[src/rtl/booth4_seq_if.sv]
// Operand-in and product-out handshake bundle for the booth4 operand sequencer.
// The producer/consumer side uses master; the sequencer uses slave.
interface booth4_seq_if;
    logic        in_valid;
    logic        in_ready;
    logic [7:0]  in_a;
    logic [7:0]  in_b;
    logic        out_valid;
    logic        out_ready;
    logic [15:0] out_product;
    logic        out_mismatch;

    modport master (
        output in_valid, in_a, in_b, out_ready,
        input  in_ready, out_valid, out_product, out_mismatch
    );

    modport slave (
        input  in_valid, in_a, in_b, out_ready,
        output in_ready, out_valid, out_product, out_mismatch
    );
endinterface

[src/rtl/booth4_seq.sv]
// Sequencer for the radix-4 Booth multiplier: feeds M then Q over the shared inbus,
// collects the two product bytes after done, and presents a checked 16-bit product.
module booth4_seq #(
    parameter int unsigned M_SLOT  = 1,
    parameter int unsigned Q_SLOT  = 2,
    parameter int unsigned HI_SLOT = 1,
    parameter int unsigned LO_SLOT = 2,
    parameter int unsigned TIMEOUT = 64,
    parameter bit          CHECK   = 1'b1
) (
    input  logic        clk,
    input  logic        rst,
    booth4_seq_if.slave io,
    output logic        mul_enable,
    output logic [7:0]  mul_inbus,
    input  logic        mul_done,
    input  logic [7:0]  mul_outbus,
    output logic        err_timeout,
    output logic        busy
);

    typedef enum logic [2:0] {
        ST_IDLE    = 3'd0,
        ST_LOAD    = 3'd1,
        ST_WAIT    = 3'd2,
        ST_COLLECT = 3'd3,
        ST_OUT     = 3'd4
    } state_t;

    localparam int unsigned     WDW     = $clog2(TIMEOUT + 1);
    localparam logic [7:0]      M_C     = 8'(M_SLOT);
    localparam logic [7:0]      Q_C     = 8'(Q_SLOT);
    localparam logic [7:0]      HI_C    = 8'(HI_SLOT);
    localparam logic [7:0]      LO_C    = 8'(LO_SLOT);
    localparam logic [WDW-1:0]  WD_LAST = WDW'(TIMEOUT - 1);
    localparam logic [WDW-1:0]  WD_ONE  = WDW'(1);
    localparam logic [WDW-1:0]  WD_ZERO = WDW'(0);

    // Full-range signed 8x8 reference product; -128*-128 still fits in 16 bits.
    function automatic logic [15:0] smul8(input logic [7:0] x, input logic [7:0] y);
        logic signed [15:0] xs;
        logic signed [15:0] ys;
        xs = {{8{x[7]}}, x};
        ys = {{8{y[7]}}, y};
        return xs * ys;
    endfunction

    state_t         state_r, state_nx_s;
    logic [7:0]     a_r, a_nx_s, b_r, b_nx_s;
    logic [7:0]     hi_r, hi_nx_s, lo_r, lo_nx_s;
    logic [7:0]     k_r, k_nx_s, d_r, d_nx_s;
    logic [WDW-1:0] wd_r, wd_nx_s;
    logic           timeout_s;
    logic           mismatch_nx_s;
    logic           enter_out_s;

    logic           in_ready_r, mul_enable_r, out_valid_r, out_mismatch_r;
    logic           err_timeout_r, busy_r;
    logic [7:0]     mul_inbus_r;
    logic [15:0]    out_product_r;

    // Next-state and datapath decisions for the sequencer FSM.
    always_comb begin
        state_nx_s = state_r;
        a_nx_s     = a_r;
        b_nx_s     = b_r;
        hi_nx_s    = hi_r;
        lo_nx_s    = lo_r;
        k_nx_s     = k_r;
        d_nx_s     = d_r;
        wd_nx_s    = wd_r;
        timeout_s  = 1'b0;
        case (state_r)
            ST_IDLE: begin
                if (io.in_valid && in_ready_r) begin
                    a_nx_s     = io.in_a;
                    b_nx_s     = io.in_b;
                    k_nx_s     = 8'd0;
                    state_nx_s = ST_LOAD;
                end else begin
                    state_nx_s = ST_IDLE;
                end
            end
            ST_LOAD: begin
                if (k_r == Q_C) begin
                    k_nx_s     = 8'd0;
                    wd_nx_s    = WD_ZERO;
                    state_nx_s = ST_WAIT;
                end else begin
                    k_nx_s     = k_r + 8'd1;
                end
            end
            ST_WAIT: begin
                if (mul_done) begin
                    // This cycle is d=0, so a zero hi slot captures here.
                    d_nx_s     = 8'd1;
                    state_nx_s = ST_COLLECT;
                    if (HI_C == 8'd0) begin
                        hi_nx_s = mul_outbus;
                    end else begin
                        hi_nx_s = hi_r;
                    end
                end else if (wd_r == WD_LAST) begin
                    timeout_s  = 1'b1;
                    wd_nx_s    = WD_ZERO;
                    state_nx_s = ST_IDLE;
                end else begin
                    wd_nx_s    = wd_r + WD_ONE;
                end
            end
            ST_COLLECT: begin
                d_nx_s = d_r + 8'd1;
                if (d_r == HI_C) begin
                    hi_nx_s = mul_outbus;
                end else begin
                    hi_nx_s = hi_r;
                end
                if (d_r == LO_C) begin
                    lo_nx_s    = mul_outbus;
                    d_nx_s     = 8'd0;
                    state_nx_s = ST_OUT;
                end else begin
                    lo_nx_s    = lo_r;
                end
            end
            ST_OUT: begin
                if (io.out_ready) begin
                    state_nx_s = ST_IDLE;
                end else begin
                    state_nx_s = ST_OUT;
                end
            end
            default: begin
                state_nx_s = ST_IDLE;
            end
        endcase
    end

    // Product check and OUT-entry detection feed the registered output stage.
    always_comb begin
        enter_out_s   = (state_r != ST_OUT) && (state_nx_s == ST_OUT);
        mismatch_nx_s = 1'b0;
        if (CHECK == 1'b1) begin
            mismatch_nx_s = ({hi_nx_s, lo_nx_s} != smul8(a_r, b_r));
        end else begin
            mismatch_nx_s = 1'b0;
        end
    end

    // FSM state, operand latches, collected bytes and counters.
    always_ff @(posedge clk) begin
        if (rst) begin
            state_r <= ST_IDLE;
            a_r     <= 8'd0;
            b_r     <= 8'd0;
            hi_r    <= 8'd0;
            lo_r    <= 8'd0;
            k_r     <= 8'd0;
            d_r     <= 8'd0;
            wd_r    <= WD_ZERO;
        end else begin
            state_r <= state_nx_s;
            a_r     <= a_nx_s;
            b_r     <= b_nx_s;
            hi_r    <= hi_nx_s;
            lo_r    <= lo_nx_s;
            k_r     <= k_nx_s;
            d_r     <= d_nx_s;
            wd_r    <= wd_nx_s;
        end
    end

    // Outputs are registered from the next state so they line up with the state they describe.
    always_ff @(posedge clk) begin
        if (rst) begin
            in_ready_r     <= 1'b0;
            mul_enable_r   <= 1'b0;
            mul_inbus_r    <= 8'd0;
            out_valid_r    <= 1'b0;
            out_product_r  <= 16'd0;
            out_mismatch_r <= 1'b0;
            err_timeout_r  <= 1'b0;
            busy_r         <= 1'b0;
        end else begin
            in_ready_r    <= (state_nx_s == ST_IDLE);
            mul_enable_r  <= (state_nx_s == ST_LOAD) && (k_nx_s == 8'd0);
            if ((state_nx_s == ST_LOAD) && (k_nx_s == M_C)) begin
                mul_inbus_r <= a_nx_s;
            end else if ((state_nx_s == ST_LOAD) && (k_nx_s == Q_C)) begin
                mul_inbus_r <= b_nx_s;
            end else begin
                mul_inbus_r <= 8'd0;
            end
            out_valid_r   <= (state_nx_s == ST_OUT);
            if (enter_out_s) begin
                out_product_r  <= {hi_nx_s, lo_nx_s};
                out_mismatch_r <= mismatch_nx_s;
            end else begin
                out_product_r  <= out_product_r;
                out_mismatch_r <= out_mismatch_r;
            end
            err_timeout_r <= timeout_s;
            busy_r        <= (state_nx_s != ST_IDLE);
        end
    end

    assign io.in_ready     = in_ready_r;
    assign io.out_valid    = out_valid_r;
    assign io.out_product  = out_product_r;
    assign io.out_mismatch = out_mismatch_r;
    assign mul_enable      = mul_enable_r;
    assign mul_inbus       = mul_inbus_r;
    assign err_timeout     = err_timeout_r;
    assign busy            = busy_r;

endmodule
[src/flat_wrapper.sv]
// flat-port wrapper written by rule: the top's interface ports become plain ports
module booth4_seq_flat 
#(
    parameter int unsigned M_SLOT  = 1,
    parameter int unsigned Q_SLOT  = 2,
    parameter int unsigned HI_SLOT = 1,
    parameter int unsigned LO_SLOT = 2,
    parameter int unsigned TIMEOUT = 64,
    parameter bit          CHECK   = 1'b1
)
  (clk, rst, mul_enable, mul_inbus, mul_done, mul_outbus, err_timeout, busy, io_in_valid, io_in_a, io_in_b, io_out_ready, io_in_ready, io_out_valid, io_out_product, io_out_mismatch);
  booth4_seq_if io_i ();
  input  logic clk;
  input  logic rst;
  output logic mul_enable;
  output logic [7:0] mul_inbus;
  input  logic mul_done;
  input  logic [7:0] mul_outbus;
  output logic err_timeout;
  output logic busy;
  input wire logic [$bits(io_i.in_valid)-1:0] io_in_valid;
  input wire logic [$bits(io_i.in_a)-1:0] io_in_a;
  input wire logic [$bits(io_i.in_b)-1:0] io_in_b;
  input wire logic [$bits(io_i.out_ready)-1:0] io_out_ready;
  output wire logic [$bits(io_i.in_ready)-1:0] io_in_ready;
  output wire logic [$bits(io_i.out_valid)-1:0] io_out_valid;
  output wire logic [$bits(io_i.out_product)-1:0] io_out_product;
  output wire logic [$bits(io_i.out_mismatch)-1:0] io_out_mismatch;
  assign io_i.in_valid = io_in_valid;
  assign io_i.in_a = io_in_a;
  assign io_i.in_b = io_in_b;
  assign io_i.out_ready = io_out_ready;
  assign io_in_ready = io_i.in_ready;
  assign io_out_valid = io_i.out_valid;
  assign io_out_product = io_i.out_product;
  assign io_out_mismatch = io_i.out_mismatch;
  booth4_seq #(.M_SLOT(M_SLOT), .Q_SLOT(Q_SLOT), .HI_SLOT(HI_SLOT), .LO_SLOT(LO_SLOT), .TIMEOUT(TIMEOUT), .CHECK(CHECK)) u_core (.clk(clk), .rst(rst), .io(io_i), .mul_enable(mul_enable), .mul_inbus(mul_inbus), .mul_done(mul_done), .mul_outbus(mul_outbus), .err_timeout(err_timeout), .busy(busy));
endmodule
[config.mk]
export PLATFORM = sky130hd
export DESIGN_NAME = booth4_seq_flat
export DESIGN_NICKNAME = d
export VERILOG_FILES = /design/src/rtl/booth4_seq_if.sv /design/src/rtl/booth4_seq.sv /design/src/flat_wrapper.sv
export SDC_FILE = /design/constraint.sdc
export NUM_CORES = 1
export LEC_CHECK = 0
export CORE_MARGIN = 8
export CORE_UTILIZATION = 39
export DETAILED_ROUTE_END_ITERATION = 16
export PLACE_DENSITY = 0.6
export SKIP_CTS_REPAIR_TIMING = 1
export SLEW_MARGIN = 40
export SYNTH_ARGS = -nofsm -noshare
export SYNTH_HDL_FRONTEND = slang
export SYNTH_SLANG_ARGS = --single-unit
[constraint.sdc]
create_clock -name clk -period 5.4 [get_ports clk]
set_clock_uncertainty 0.1 [all_clocks]
set_input_delay 1.35 -clock clk [delete_from_list [all_inputs] [get_ports clk]]
set_output_delay 1.35 -clock clk [all_outputs]
set_load 0.01 [all_outputs]
==> key figures <==
Layout
  – Synth-to-layout area growth: 17.5%
  – Share of cells above drive strength 1: 0.0401
  – Number of diodes: 0
  – Nets: between 800 and 900
  – Final instance area: approximately 0.0070 mm^2

Timing
  – Final min period: 4.79 ns
  – Final hold violations: 0
  – Worst Tran Pin Value: around 0.67 ns
  – Slew headroom: 0.549
  – Setup TNS: 0 ns
  – Max-slew violation count: 0
  – Period Utilization, post-route: 0.887
  – Unrepaired setup endpoints after global routing: no
  – Final setup fails: 0
  – WHS: between 0.3 and 0.4 ns
  – Max Clk Rate: roughly 210 MHz

Clocking
  – H-tree Lvls: 3
  – CTS clock-pin slew for the worst setup and hold paths: ~0.06 ns
  – CTS tree: yes
  – CTS Buf Count: 9
  – Max Buffers Root-to-Sink: 2
  – Root Driver: clkbuf_16
  – CTS Sinks: just over 80
  – Clock latency on the worst-skew pair: between 0.3 and 0.4 ns

Floorplan
  – Die height: around 140 um
  – IO Pins: between 50 and 60
  – Initial Util: 0.397
  – Chip width: 140 um
  – Total core area: 0.0151 mm^2
  – Row count: 45
  – Die Area: between 0.015 and 0.02 mm^2

Setup path
  – CP Launch Type: flop
  – Buf/Inv on CP: 3
  – Critical path arrival: 4.91 ns
  – Cell chain of the critical path: nand2_1 -> fa_1 -> inv_1 -> fa_1 -> inv_1 -> fa_1 -> fa_1 -> inv_1 -> ha_1 -> o21a_1 -> o221ai_1 -> o2bb2ai_1 -> or4b_1 -> a41oi_1 -> a21oi_1
  – CP most frequent cell: fa_1
  – Worst Path Required: between 5 and 6 ns
  – Slowest-stage cell, CP: fa_1
  – Max FO, Critical Path: 9
  – CP delay by family, top: adder cells
  – CP endpoint kind: flop
  – Max stage delay on crit path: 0.55 ns
  – CP Class: flop to flop

Pwr
  – Tot Pwr: ~1.5 mW
  – Lkg Pwr: approximately 2.8 nW
  – Worst vdd ir: between 0.15 and 0.2 mV
  – Pwr/cell area: about 210 mW/mm^2

Placement
  – DP Area: 0.00672 mm^2
  – Post-DP HPWL: ~11 mm
  – GPL Wtd Cong: between 0.8 and 0.9
  – PortBufs: 58

Synth
  – Synth Flop Type: dfxtp_1
  – Yosys top cell area share: 0.271
  – #FFs+latches synth: between 80 and 90
  – Synth area leader: dfxtp_1
  – Top-count cell post-synth: dfxtp_1
  – Post-synth EDFFs: 0
  – Ys Warns: 0
  – Synth Instances: a little under 700
  – Largest cells by area after synthesis: dfxtp_1, fa_1, ha_1
  – Avg Cell Area, Syn: slightly below 9 um^2
  – Post-synth top cells: dfxtp_1, inv_1, nor2_1
  – Ys async rst share: 0
  – Unique masters post-synth: 57
  – Post-Syn Nets: about 800
  – Post-Syn Area: between 0.005 and 0.006 mm^2
  – Seq/Total Area, Yosys: 0.271

Drt
  – Vias: approximately 4700
  – DR WL/cell: 14.8 um
  – Residual DRC: 0
  – Initial drt markers: between 200 and 250
  – Vias per cell: 5.11
  – Final wirelength: 13.5 mm
  – Detailed Routing Iterations Pass 1: 4
  – Antenna-violating nets left: 0

Global routing
  – Overflow after GRT: 0
  – Vias in the first global route: ~4700
  – Total GRT Usage: 0.143
  – Initial antenna violation count: 0
  – Largest net degree at the start of global routing: 47
  – First-pass GRT wire length: roughly 23 mm

Job
  – Max-cap viol count: 0

Outcome
  – Status: completed

Min path
  – Hold crit path type: flop to flop
## state kept, by name (all words and copies together), names as in the netlist, 3 cells and up
register / cells
u_core.io.out_product: 16
u_core.a_r: 8
u_core.b_r: 8
u_core.d_r: 8
u_core.hi_r: 8
u_core.k_r: 8
u_core.mul_inbus: 8
u_core.wd_r: 7
u_core.state_r: 3
## cell type report
| type | count | area [um^2] |
|---|---|---|
| inverter | 75 | 282 |
| timing repair buffer | 62 | 606 |
| multi-input combinational | 493 | 3970 |
| clock inverter | 4 | 95.1 |
| fill | 1470 | 8050 |
| sequential | 81 | 1620 |
| tap | 188 | 235 |
| clock buffer | 9 | 225 |
## path summary, 6_finish.rpt
| path | from | end | slack, ns | cells past startpoint |
|---|---|---|---|---|
| max | u_core.b_r[0] | u_core.io.out_mismatch | 0.61 | 15 |
| min | u_core.io.out_product[5] | u_core.io.out_product[5] | 0.36 | 2 |
| max reg2reg | u_core.b_r[0] | u_core.io.out_mismatch | 0.61 | 15 |
| min reg2reg | u_core.io.out_product[5] | u_core.io.out_product[5] | 0.36 | 2 |
## layout by cell type, fill, tap and decap left out, types with 10 or more instances in the layout
| cell | count |
|---|---|
| dfxtp_1 | 81 |
| nor2_1 | 75 |
| xor2_1 | 11 |
| clkdlybuf4s50_1 | 57 |
| and2_1 | 27 |
| nand2_1 | 71 |
| a21oi_1 | 31 |
| nand3_1 | 11 |
| nand2b_1 | 10 |
| xnor2_1 | 22 |
| ha_1 | 35 |
| mux2i_1 | 25 |
| inv_1 | 75 |
| fa_1 | 55 |
| o21ai_0 | 21 |
## worst min-delay path, cell delays in order, from the launching register on
cell     delay [ns]
dfxtp_1        0.31
nand2_1        0.05
a21oi_1        0.05
## where the power goes
part | internal (mW) | switching (mW)
logic | 0.0928 | 0.107
registers | 0.610 | 0.0228
clock network | 0.443 | 0.229
total | 1.15 | 0.359
## cells by family (layout without fill, tap and decap cells)
logic type,Yosys count,in the layout,synth area share
DFF,81,81,0.271
and+or+nand+nor,247,247,0.205
AOI/OAI and AO/OA,95,95,0.100
adders and majority gates,90,90,0.257
buffers and inverters,102,150,0.0669
muxes,26,26,0.0441
xor gates and xnor gates,35,35,0.0558
## routing by layer
layer | up-vias | wire length, um | track usage
li1 | 2316 | - | -
met1 | 2209 | 6790 | 0.193
met2 | 119 | 5790 | 0.217
met3 | 16 | 738 | 0.0391
met4 | 0 | 201 | 0.0480
met5 | - | 0 | 0
## stage by stage
stage	std cells	setup WS, ns	util
floorplan	676	0.896	-
global placement	899	0.678	0.445
detailed placement	899	0.605	0.445
CTS	912	0.606	0.466
global route	912	0.282	0.466
finish	912	0.612	0.466
No activity file was read; power rests on OpenSTA's default activity.
